### config.mk
export PLATFORM = sky130hd
export DESIGN_NAME = lsu_seq
export DESIGN_NICKNAME = d
export VERILOG_FILES = /design/src/rtl/lsu_pkg.sv /design/src/rtl/lsu_align.sv /design/src/rtl/lsu_seq.sv
export SDC_FILE = /design/constraint.sdc
export NUM_CORES = 1
export LEC_CHECK = 0
export BUFFER_PORTS_ARGS = -buffer_cell sky130_fd_sc_hd__buf_4
export CAP_MARGIN = 40
export CORE_ASPECT_RATIO = 0.75
export CORE_MARGIN = 2
export CORE_UTILIZATION = 43
export DETAILED_ROUTE_END_ITERATION = 12
export PLACE_DENSITY = 0.88
export SLEW_MARGIN = 20
export SYNTH_ARGS = -nofsm -noshare
export SYNTH_HDL_FRONTEND = slang
export SYNTH_SLANG_ARGS = --single-unit
### constraint.sdc
create_clock -name i_clk -period 1.6 [get_ports i_clk]
set_clock_uncertainty 0.15 [all_clocks]
set_input_delay 0.4 -clock i_clk [delete_from_list [all_inputs] [get_ports i_clk]]
set_output_delay 0.4 -clock i_clk [all_outputs]
set_load 0.05 [all_outputs]
### src/rtl/lsu_pkg.sv
// Shared types and helpers for the load/store sequencer: FSM states, access sizes,
// latched bus payload and byte-enable generation.
package lsu_pkg;

    typedef enum logic [1:0] {
        IDLE = 2'd0,
        REQ  = 2'd1,
        DONE = 2'd2
    } lsu_state_e;

    localparam logic [1:0] SZ_B = 2'b00;
    localparam logic [1:0] SZ_H = 2'b01;
    localparam logic [1:0] SZ_W = 2'b10;

    localparam int unsigned DATA_W = 32;
    localparam int unsigned BE_W   = DATA_W / 8;

    typedef struct packed {
        logic              we;
        logic [BE_W-1:0]   be;
        logic [DATA_W-1:0] wdata;
    } lsu_bus_t;

    // Byte lanes touched by an access of the given size at the given word offset.
    function automatic logic [BE_W-1:0] be_gen(input logic [1:0] size, input logic [1:0] off);
        logic [BE_W-1:0] be;
        case (size)
            SZ_B:    be = 4'b0001 << off;
            SZ_H:    be = 4'b0011 << off;
            SZ_W:    be = 4'b1111;
            default: be = 4'b0000;
        endcase
        return be;
    endfunction

endpackage

### src/rtl/lsu_align.sv
// Combinational data path of the sequencer: byte enables, legality check,
// store lane replication and load shift/extension.
module lsu_align
    import lsu_pkg::*;
(
    input  logic [1:0]        size,
    input  logic [1:0]        off,
    input  logic [DATA_W-1:0] wdata,
    output logic [BE_W-1:0]   be,
    output logic              illegal,
    output logic [DATA_W-1:0] wdata_lane,
    input  logic [2:0]        ld_funct3,
    input  logic [1:0]        ld_off,
    input  logic [DATA_W-1:0] rdata,
    output logic [DATA_W-1:0] ld_data
);

    logic [DATA_W-1:0] shifted;
    logic              sext;

    // Request side: enables and illegal size / misalignment.
    always_comb begin
        be = be_gen(size, off);
        case (size)
            SZ_B:    illegal = 1'b0;
            SZ_H:    illegal = off[0];
            SZ_W:    illegal = |off;
            default: illegal = 1'b1;
        endcase
    end

    always_comb begin
        case (size)
            SZ_B:    wdata_lane = {4{wdata[7:0]}};
            SZ_H:    wdata_lane = {2{wdata[15:0]}};
            default: wdata_lane = wdata;
        endcase
    end

    // Response side: bring the addressed lane down to bit 0, then extend.
    always_comb begin
        shifted = rdata >> {ld_off, 3'b000};
        sext    = ~ld_funct3[2];
        case (ld_funct3[1:0])
            SZ_B:    ld_data = {{24{sext & shifted[7]}}, shifted[7:0]};
            SZ_H:    ld_data = {{16{sext & shifted[15]}}, shifted[15:0]};
            default: ld_data = shifted;
        endcase
    end

endmodule

### src/rtl/lsu_seq.sv
// Multi-cycle load/store sequencer between decoded memory controls and a req/ack bus.
// Optional REQ timeout enabled by defining LSU_TIMEOUT_EN.
module lsu_seq
    import lsu_pkg::*;
#(
    parameter int unsigned ADDR_W         = 32,
    parameter int unsigned TIMEOUT_CYCLES = 255
) (
    input  logic              i_clk,
    input  logic              i_rst_n,
    input  logic              i_mem_re,
    input  logic              i_mem_we,
    input  logic [2:0]        i_funct3,
    input  logic [ADDR_W-1:0] i_addr,
    input  logic [31:0]       i_wdata,
    output logic              o_stall,
    output logic              o_done,
    output logic              o_load_we,
    output logic [31:0]       o_rdata,
    output logic              o_fault,
    output logic              o_bus_req,
    output logic              o_bus_we,
    output logic [ADDR_W-1:0] o_bus_addr,
    output logic [3:0]        o_bus_be,
    output logic [31:0]       o_bus_wdata,
    input  logic              i_bus_ack,
    input  logic [31:0]       i_bus_rdata,
    input  logic              i_bus_err
);

    lsu_state_e        state_q, state_d;
    lsu_bus_t          bus_q;
    logic [ADDR_W-1:0] addr_q;
    logic [1:0]        off_q;
    logic [2:0]        f3_q;
    logic              err_q;
    logic [31:0]       rdata_q;

    logic              req_c;
    logic              accept;
    logic              timeout_hit;
    logic              illegal;
    logic [BE_W-1:0]   be_c;
    logic [31:0]       wdata_c;
    logic [31:0]       ld_data;

    assign req_c = i_mem_re | i_mem_we;

    lsu_align u_align (
        .size       (i_funct3[1:0]),
        .off        (i_addr[1:0]),
        .wdata      (i_wdata),
        .be         (be_c),
        .illegal    (illegal),
        .wdata_lane (wdata_c),
        .ld_funct3  (f3_q),
        .ld_off     (off_q),
        .rdata      (i_bus_rdata),
        .ld_data    (ld_data)
    );

    // Next state and handshake outputs.
    always_comb begin
        state_d   = state_q;
        accept    = 1'b0;
        o_stall   = 1'b0;
        o_done    = 1'b0;
        o_load_we = 1'b0;
        o_fault   = 1'b0;
        o_bus_req = 1'b0;
        case (state_q)
            IDLE: begin
                if (req_c) begin
                    if (illegal) begin
                        o_done  = 1'b1;
                        o_fault = 1'b1;
                    end else begin
                        o_stall = 1'b1;
                        accept  = 1'b1;
                        state_d = REQ;
                    end
                end
            end
            REQ: begin
                o_bus_req = 1'b1;
                o_stall   = 1'b1;
                if (i_bus_ack || timeout_hit) begin
                    state_d = DONE;
                end
            end
            DONE: begin
                o_done    = 1'b1;
                o_load_we = ~bus_q.we & ~err_q;
                o_fault   = err_q;
                state_d   = IDLE;
            end
            default: state_d = IDLE;
        endcase
    end

    // State, request latches and response capture.
    always_ff @(posedge i_clk) begin
        if (!i_rst_n) begin
            state_q <= IDLE;
            bus_q   <= '0;
            addr_q  <= '0;
            off_q   <= '0;
            f3_q    <= '0;
            err_q   <= 1'b0;
            rdata_q <= '0;
        end else begin
            state_q <= state_d;
            if (accept) begin
                bus_q  <= '{we: i_mem_we, be: be_c, wdata: wdata_c};
                addr_q <= {i_addr[ADDR_W-1:2], 2'b00};
                off_q  <= i_addr[1:0];
                f3_q   <= i_funct3;
            end
            if (state_q == REQ && i_bus_ack) begin
                err_q <= i_bus_err;
                if (!bus_q.we) begin
                    rdata_q <= ld_data;
                end
            end else if (state_q == REQ && timeout_hit) begin
                err_q <= 1'b1;
            end
        end
    end

`ifdef LSU_TIMEOUT_EN
    localparam int unsigned CNT_W = $clog2(TIMEOUT_CYCLES + 1);

    logic [CNT_W-1:0] to_cnt_q;

    // Counts REQ cycles without ack; an ack on the limit cycle takes priority.
    always_ff @(posedge i_clk) begin
        if (!i_rst_n) begin
            to_cnt_q <= '0;
        end else if (accept) begin
            to_cnt_q <= '0;
        end else if (state_q == REQ && !i_bus_ack) begin
            to_cnt_q <= to_cnt_q + CNT_W'(1);
        end
    end

    assign timeout_hit = (state_q == REQ) && !i_bus_ack &&
                         (to_cnt_q == CNT_W'(TIMEOUT_CYCLES - 1));
`else
    logic unused_timeout;
    assign unused_timeout = ^TIMEOUT_CYCLES;
    assign timeout_hit    = 1'b0;
`endif

    assign o_bus_we    = bus_q.we;
    assign o_bus_be    = bus_q.be;
    assign o_bus_wdata = bus_q.wdata;
    assign o_bus_addr  = addr_q;
    assign o_rdata     = rdata_q;

endmodule

==> results of run 1 <==
## worst min path at each step
stage,startpoint,to,slack (ns),cells past startpoint
global route,i_addr[3],o_bus_addr[3],0.15,3
CTS,i_addr[3],o_bus_addr[3],0.14,3
finish,i_addr[3],o_bus_addr[3],0.15,3
global placement,o_bus_addr[18],o_bus_addr[18],0.29,2
detailed placement,o_bus_addr[18],o_bus_addr[18],0.30,2
floorplan,f3_q[2],f3_q[2],0.29,2
## area by class of cell
type	count	area (µm²)	area share
Sequential cell	107	2150	0.289
Clock inverter	6	55.1	0.00740
Inverter	2	7.51	0.00101
Tap cell	140	175	0.0235
Clock buffer	10	250	0.0336
Multi-Input combinational cell	424	2700	0.362
Timing Repair Buffer	262	2100	0.283
## where the power goes
part,switching [mW],internal [mW],leakage (nW)
clock network,1.05,1.18,0.144
logic,1.30,0.836,2.37
registers,0.107,2.84,0.877
## cells in the final DEF (no fill, tap or decap), types with 3 or more instances in the layout
cell / synthesis / routed
o21ai_0: 42 / 41
o211ai_1: 9 / 9
nand3_1: 9 / 9
a21oi_1: 29 / 25
nor2b_1: 7 / 4
mux2_2: 16 / 15
mux2i_1: 26 / 23
a21boi_0: 54 / 53
a21boi_1: 9 / 10
nor2_1: 9 / 6
a22o_1: 7 / 7
a21oi_4: 0 / 4
buf_4: 4 / 243
buf_6: 2 / 10
o211a_1: 18 / 17
buf_12: 0 / 6
clkbuf_16: 0 / 10
dfxtp_1: 107 / 103
nand2_1: 167 / 167
buf_8: 0 / 3
## flip-flops by register name, summed over array words and instances, names as in the netlist
register,flops
o_bus_wdata,32
o_rdata,32
o_bus_addr,30
o_bus_be,4
f3_q,3
off_q,2
state_q,2
err_q,1
o_bus_we,1
## synthesized netlist by cell type (all sizes together), types with 3 or more instances
library cell	n
nand2	167
dfxtp	107
a21boi	63
o21ai	42
a21oi	30
buf	29
mux2i	26
clkbuf	20
o211a	18
mux2	16
o211ai	10
nand3	9
nor2	9
a22o	7
nor2b	7
nand2b	3
## logic make-up after synthesis
group,Yosys count
multiplexers,43
AND/OR/NAND/NOR,205
flip-flops,107
AO/OA/AOI/OAI,174
other,1
buffers and inverters,51
## worst max-delay path: stages
cell and delay [ns]:
buf_8 0.10, nor3_4 0.30, nor3b_4 0.10, mux2i_4 0.17
nor2_4 0.04, buf_6 0.14
## per-layer routing
metal | share of wire | GRT usage | vias to the layer above
li1 | - | - | 2442
met1 | 0.44 | 0.317 | 2306
met2 | 0.46 | 0.398 | 196
met3 | 0.079 | 0.0644 | 24
met4 | 0.019 | 0.0678 | 0
met5 | 0 | 0 | -
## through the flow
step	utilization	cells
finish	0.675	951
global route	0.675	951
CTS	0.667	945
detailed placement	0.629	926
global placement	0.629	926
floorplan	-	582
## what timing repair did
action,4_1_cts,5_1_grt
pin swaps,7,8
hold buffers,0,0
hold endpoints to repair,0,0
setup endpoints to repair,31,94
resized for setup,21,13
buffers inserted,3,6
==> results.ini, run 1 <==
[floorplan]
placementRows = 33
dieArea_mm2 = 0.0123
core-area_mm2 = 0.0110
die_height_um = 96.4
start_util = 0.444
io_pins = 211
die_x_um = 127

[setup_path]
endpoint = o_fault
startpoint = i_addr[1]
critPathCaptureType = output pin
r2r_slack_ns = -0.12
r2r-start = off_q[1]
critPathMaxFanout = 3
cp.arrival_ns = 1.27
critical_path_class = input port to output pin
start_kind = input port
r2r-end = o_rdata[16]
rr_worst_depth = 5
crit_required_ns = 1.05

[place]
dp_hpwl_um = 11100
gp_congestion = 0.942
preCtsSetupSlack_ns = -0.343
io_buffer_count = 208
place_area_mm2 = 0.00694

[pwr]
powerDensity_mw_per_mm2 = 984
finalPower_mw = 7.32
peakVddDrop_mv = 0.795
leakage_nw = 3.39

[job]
drv_cap = 0

[synth]
synth_top_family_by_area = compound AO/OA/AOI/OAI gates
yosys_warnings = 0
syn-cell-area_mm2 = 0.00490
synth_edf_count = 0
synth_xor_area_frac = 0
synth-seq-cells = 107
synth-compound-area-share = 0.243
yosys.area.top_type_share = 0.437
synth.mux.area_fraction = 0.0945
async_flop_share = 0
synth_fa_ha_area_frac = 0
synth.area.top_cells = dfxtp_1 44%, nand2_1 13%, a21boi_0 8.3%
synth_cells = 581
yosysSeqAreaShare = 0.437
yosysUniqueCellTypes = 38
synth_ff_type = dfxtp_1
yosys.area_share.simple = 0.173
avgSynthCellArea_um2 = 8.43
synth_top_area_cell = dfxtp_1

[layout]
syn_to_final_growth_pct = 51.9
finalInstanceArea_mm2 = 0.00744
drive_gt1_frac = 0.400
nets = 911
fillers = 853
antennaDiodeCount = 0

[detailed_routing]
drc = 0
routed_via_density = 5.22
drt-pass1-iter-count = 4
ant_nets = 0
num_vias = 4968
drtIter0Drc = 346
routedWlPerCell_um = 15.7
finalWirelength_um = 14900

[timing]
holdWs_ns = 0.153
max_slew_margin = 0.555
layout_min_cycle_time_ns = 1.82
fin_setup_tns_ns = -2.75
hold_viol_final = 0
min_period_over_period = 1.14
finalWorstSetupSlack_ns = -0.221
max_freq_mhz = 549
maxSlewViolCount = 0
finalSetupViolCount = 36
worst_slew_pin_slew_ns = 0.665
rsz0062_at_grt = true

[cts]
clock_path_buffers = 2
clock_latency_ns = 0.34
cts_buffers = 9
cts_tree = yes
cts_sinks = 107
root_buffer = clkbuf_16
clkTransAtPathRegs_ns = 0.08
htree_levels = 3

[global_routing]
gr-total-overflow = 0
grt_use_total = 0.242
grt_pass1_vias = 4766
grt_start_max_net_pins = 68
antenna_found_initial = 0
grt_pass1_wl_um = 23600

[run_status]
violations = setup timing
status = complete, but fails checks

[hold_path]
hp-class = input port to flip-flop

(Power assumes the default switching activity.)
==> run 2: changes to the inputs <==
Settings changed: CORE_ASPECT_RATIO 0.75 to 1.5.
==> results.ini, run 2 (synthesis gave the netlist of run 1 again) <==
[timing]
min_period_over_period = 1.15
max_slew_margin = 0.657
worst_slew_pin_slew_ns = 0.512
rsz0062_at_grt = true
finalWorstSetupSlack_ns = -0.238
layout_min_cycle_time_ns = 1.84
hold_viol_final = 0
max_freq_mhz = 544
finalSetupViolCount = 39
maxSlewViolCount = 0

[place]
gp_congestion = 0.865
place_area_mm2 = 0.00691
io_buffer_count = 208
dp_hpwl_um = 11400

[setup_path]
critPathMaxFanout = 2
crit_required_ns = 1.05
crit_top_cell = buf_6
crit_buf_inv = 2
cp.arrival_ns = 1.29
slowest_delay_ns = 0.24
cp_cell_sequence = buf_6 > or2_4 > nor3b_4 > mux2i_2 > nor2_4 > buf_6
critPathCaptureType = output pin
critPathSlowestCell = or2_4
start_kind = input port
critical_path.top_delay_family = simple AND/OR/NAND/NOR gates
critical_path_class = input port to output pin

[cts]
htree_levels = 3
clock_path_buffers = 2
clkTransAtPathRegs_ns = 0.07
root_buffer = clkbuf_16
clock_latency_ns = 0.34
cts_tree = yes
cts_sinks = 107
cts_buffers = 9

[detailed_routing]
drt-pass1-iter-count = 5
finalWirelength_um = 15800
routedWlPerCell_um = 16.5
drtIter0Drc = 208
drc = 0
routed_via_density = 5.22
ant_nets = 0
num_vias = 5008

[pwr]
peakVddDrop_mv = 0.622
leakage_nw = 3.45
powerDensity_mw_per_mm2 = 979

[job]
drv_cap = 0

[run_status]
violations = setup timing
status = complete, but fails checks

[hold_path]
hp-class = input port to flip-flop

[global_routing]
grt_pass1_vias = 4874
antenna_found_initial = 0
grt_use_total = 0.244
grt_pass1_wl_um = 24100
grt_start_max_net_pins = 47
gr-total-overflow = 0

[layout]
final_util = 0.684
antennaDiodeCount = 0
final_cell_mix = 237 x buf_4, 166 x nand2_1, 103 x dfxtp_1
drive_gt1_frac = 0.403
mostFrequentLayoutCell = buf_4
nets = 913
finalInstanceArea_mm2 = 0.00757
syn_to_final_growth_pct = 54.5

[floorplan]
core-area_mm2 = 0.0111
die_x_um = 91.1
io_pins = 211
die_height_um = 135
placementRows = 47
dieArea_mm2 = 0.0123
start_util = 0.443

-- run 2: layout make-up --
type | count | area, µm²
well taps | 147 | 184
fillers | 883 | 3490
clock inverters | 5 | 40.0
clock buffers | 11 | 264
flip-flops and latches | 107 | 2150
inverters | 2 | 7.51
multi-input cells | 424 | 2690
repair buffers | 264 | 2230
-- run 2: path summary, 6_finish.rpt --
path / to / slack (ns) / cells past startpoint / startpoint
setup / recovery: o_fault / -0.24 / 6 / i_mem_re
setup reg to reg: o_rdata[29] / -0.12 / 5 / off_q[1]
hold reg to reg: o_rdata[6] / 0.31 / 2 / o_rdata[6]
hold / removal: o_bus_addr[18] / 0.14 / 3 / i_addr[18]
-- run 2: power by group --
group	internal [mW]	switching (mW)	total, mW
Combinational	0.893	1.32	2.22
Sequential	2.84	0.109	2.95
Clock	1.21	1.03	2.24
-- run 2: per-layer routing --
| layer | track usage | wire length (µm) | vias up |
|---|---|---|---|
| met2 | 0.468 | 8690 | 202 |
| li1 | - | - | 2448 |
| met5 | 0 | 0 | - |
| met4 | 0.0968 | 399 | 0 |
| met1 | 0.257 | 5820 | 2322 |
| met3 | 0.0497 | 909 | 36 |
-- run 2: per-stage QoR --
| stage | setup slack (ns) | cells | setup TNS [ns] | power [mW] | hold slack, ns |
|---|---|---|---|---|---|
| 2_1_floorplan | -0.106 | 582 | -1.41 | 4.29 | 0.293 |
| 3_3_place_gp | -0.317 | 930 | -17.11 | 5.03 | 0.292 |
| 3_5_place_dp | -0.337 | 930 | -19.46 | 5.06 | 0.302 |
| 4_1_cts | -0.240 | 950 | -3.01 | 7.36 | 0.132 |
| 5_1_grt | -0.265 | 960 | -7.07 | 7.68 | 0.143 |
| 6_report | -0.238 | 960 | -3.20 | 7.41 | 0.143 |
-- run 2: worst reg2reg max path, cell delays in order (launching register included) --
cell	delay (ns)
dfxtp_4	0.36
mux4_2	0.55
a2bb2oi_2	0.17
a21oi_4	0.15
buf_12	0.16
a21oi_1	0.07
-- run 2: what timing repair did --
action | 4_1_cts | 5_1_grt
gates cloned | 1 | 3
hold buffers | 0 | 0
pin swaps | 7 | 10
setup endpoints to repair | 32 | 93
setup buffers | 3 | 8
gates resized for setup | 26 | 18
==> run 3: changes to the inputs <==
Settings changed: CORE_ASPECT_RATIO 1.5 to 1.75.
==> results.ini, run 3 (synthesis gave the netlist of run 1 again) <==
[run_status]
status = complete, but fails checks
violations = setup timing

[setup_path]
cp_cell_sequence = buf_8 > nor3_4 > buf_6 > o21ai_4 > a21oi_4 > buf_6
slowest_delay_ns = 0.31
cp.arrival_ns = 1.35
critical_path_class = input port to output pin
start_kind = input port
startpoint = i_addr[1]
r2r-start = off_q[1]
critPathSlowestCell = nor3_4
critPathMaxFanout = 3
crit_buf_inv = 3
r2r_slack_ns = -0.14
critPathCaptureType = output pin
crit_required_ns = 1.05
critical_path.top_delay_family = buffers and inverters
crit_top_cell = buf_6

[cts]
clock_path_buffers = 2
cts_tree = yes
root_buffer = clkbuf_16
clock_latency_ns = 0.34
cts_sinks = 107
htree_levels = 3
cts_buffers = 9
cts_hold_buf = 0
clkTransAtPathRegs_ns = 0.08

[global_routing]
grt_use_total = 0.244
grt_pass1_vias = 4761
grt_start_max_net_pins = 75
antenna_found_initial = 0
gr-total-overflow = 0
grt_pass1_wl_um = 24000

[layout]
mostFrequentLayoutCell = buf_4
syn_to_final_growth_pct = 67.2
fin_cells = 962
final_cell_mix = 228 x buf_4, 120 x nand2_1, 103 x dfxtp_1
drive_gt1_frac = 0.494
antennaDiodeCount = 0
fillers = 828
nets = 930

[floorplan]
die_x_um = 84.7
io_pins = 211
core-area_mm2 = 0.0111
dieArea_mm2 = 0.0123
die_height_um = 145
placementRows = 51
start_util = 0.441

[timing]
finalSetupViolCount = 76
max_freq_mhz = 527
hold_viol_final = 0
maxSlewViolCount = 0
layout_min_cycle_time_ns = 1.90
min_period_over_period = 1.19
worst_slew_pin_slew_ns = 0.575
max_slew_margin = 0.615
rsz0062_at_grt = true
finalWorstSetupSlack_ns = -0.298

[pwr]
p_comb_frac = 0.324
p_switching_mw = 2.64
p_int_mw = 5.25
power.share.sequential = 0.375
powerDensity_mw_per_mm2 = 963
power.share.switching = 0.334
clockPowerShare = 0.301
peakVddDrop_mv = 0.852
leakage_nw = 3.77

[detailed_routing]
finalWirelength_um = 17700
ant_nets = 0
routed_via_density = 5.49
routedWlPerCell_um = 18.4
drc = 0
num_vias = 5281
drtIter0Drc = 221
drt-pass1-iter-count = 5

[place]
place.detailed.instances = 916
preCtsSetupSlack_ns = -0.372
dp_hpwl_um = 11400
io_buffer_count = 208
gp_congestion = 0.941

[hold_path]
min_from = i_addr[16]
hp-class = input port to flip-flop

[job]
drv_cap = 0

==> run 3: changes by cell type in the layout (fill, tap and decap cells not counted), moves of 16 or more <==
cell	delta
a21boi_0	-44
a21boi_1	+30
buf_6	+16
nand2_1	-46
nand2_2	+29
nand2_4	+17
==> run 3: what timing repair did <==
action                                 4_1_cts  5_1_grt
setup buffers                                5        9
gates cloned                                 0       17
endpoints found under the hold margin        0        0
resized for setup                           37      155
setup endpoints to repair                   34       97
pin swaps                                   11       63
==> run 3: metal layers <==
metal | track usage | vias up | part of all wire
met3 | 0.0358 | 56 | 0.048
met2 | 0.449 | 228 | 0.55
li1 | - | 2484 | -
met1 | 0.258 | 2513 | 0.35
met4 | 0.132 | 0 | 0.052
met5 | 0 | - | 0
==> run 3: area by class of cell <==
class                           instances  area, µm²  area share
Sequential cell                       107       2150       0.263
Tap cell                              132        165      0.0202
Clock buffer                           11        254      0.0310
Multi-Input combinational cell        424       2980       0.364
Inverter                                2       7.51    0.000917
Clock inverter                          5       66.3     0.00810
Timing Repair Buffer                  281       2560       0.312
==> run 3: worst paths after layout <==
check / cells after the start / to
setup / recovery: 6 / o_stall
hold / removal: 3 / o_bus_addr[16]
setup reg to reg: 5 / o_rdata[17]
hold reg to reg: 2 / o_rdata[4]
==> run 3: power groups by stage <==
stage / Sequential, mW / Combinational, mW / Clock (mW)
after CTS: 2.95 / 2.12 / 2.42
after detailed placement: 3.01 / 2.06 / 0
final: 2.95 / 2.56 / 2.38
after floorplan: 3.58 / 0.703 / 0
after global placement: 3.00 / 2.04 / 0
after global routing: 2.97 / 2.67 / 2.53
==> run 3: worst reg2reg max path: stages (launching register included) <==
cell and delay [ns]:
dfxtp_4 0.38, mux4_2 0.54, a2bb2oi_2 0.17, a21oi_4 0.17
buf_12 0.16, a21oi_1 0.08
==> run 3: stage by stage <==
stage,power (mW),util,TNS (ns),area (µm²),hold WS [ns]
final,7.89,0.737,-5.66,8190,0.141
after global routing,8.18,0.737,-8.22,8190,0.136
after CTS,7.49,0.666,-3.75,7390,0.134
after detailed placement,5.07,0.622,-26.11,6910,0.297
after global placement,5.04,0.622,-23.97,6910,0.291
after floorplan,4.29,-,-1.41,5040,0.293
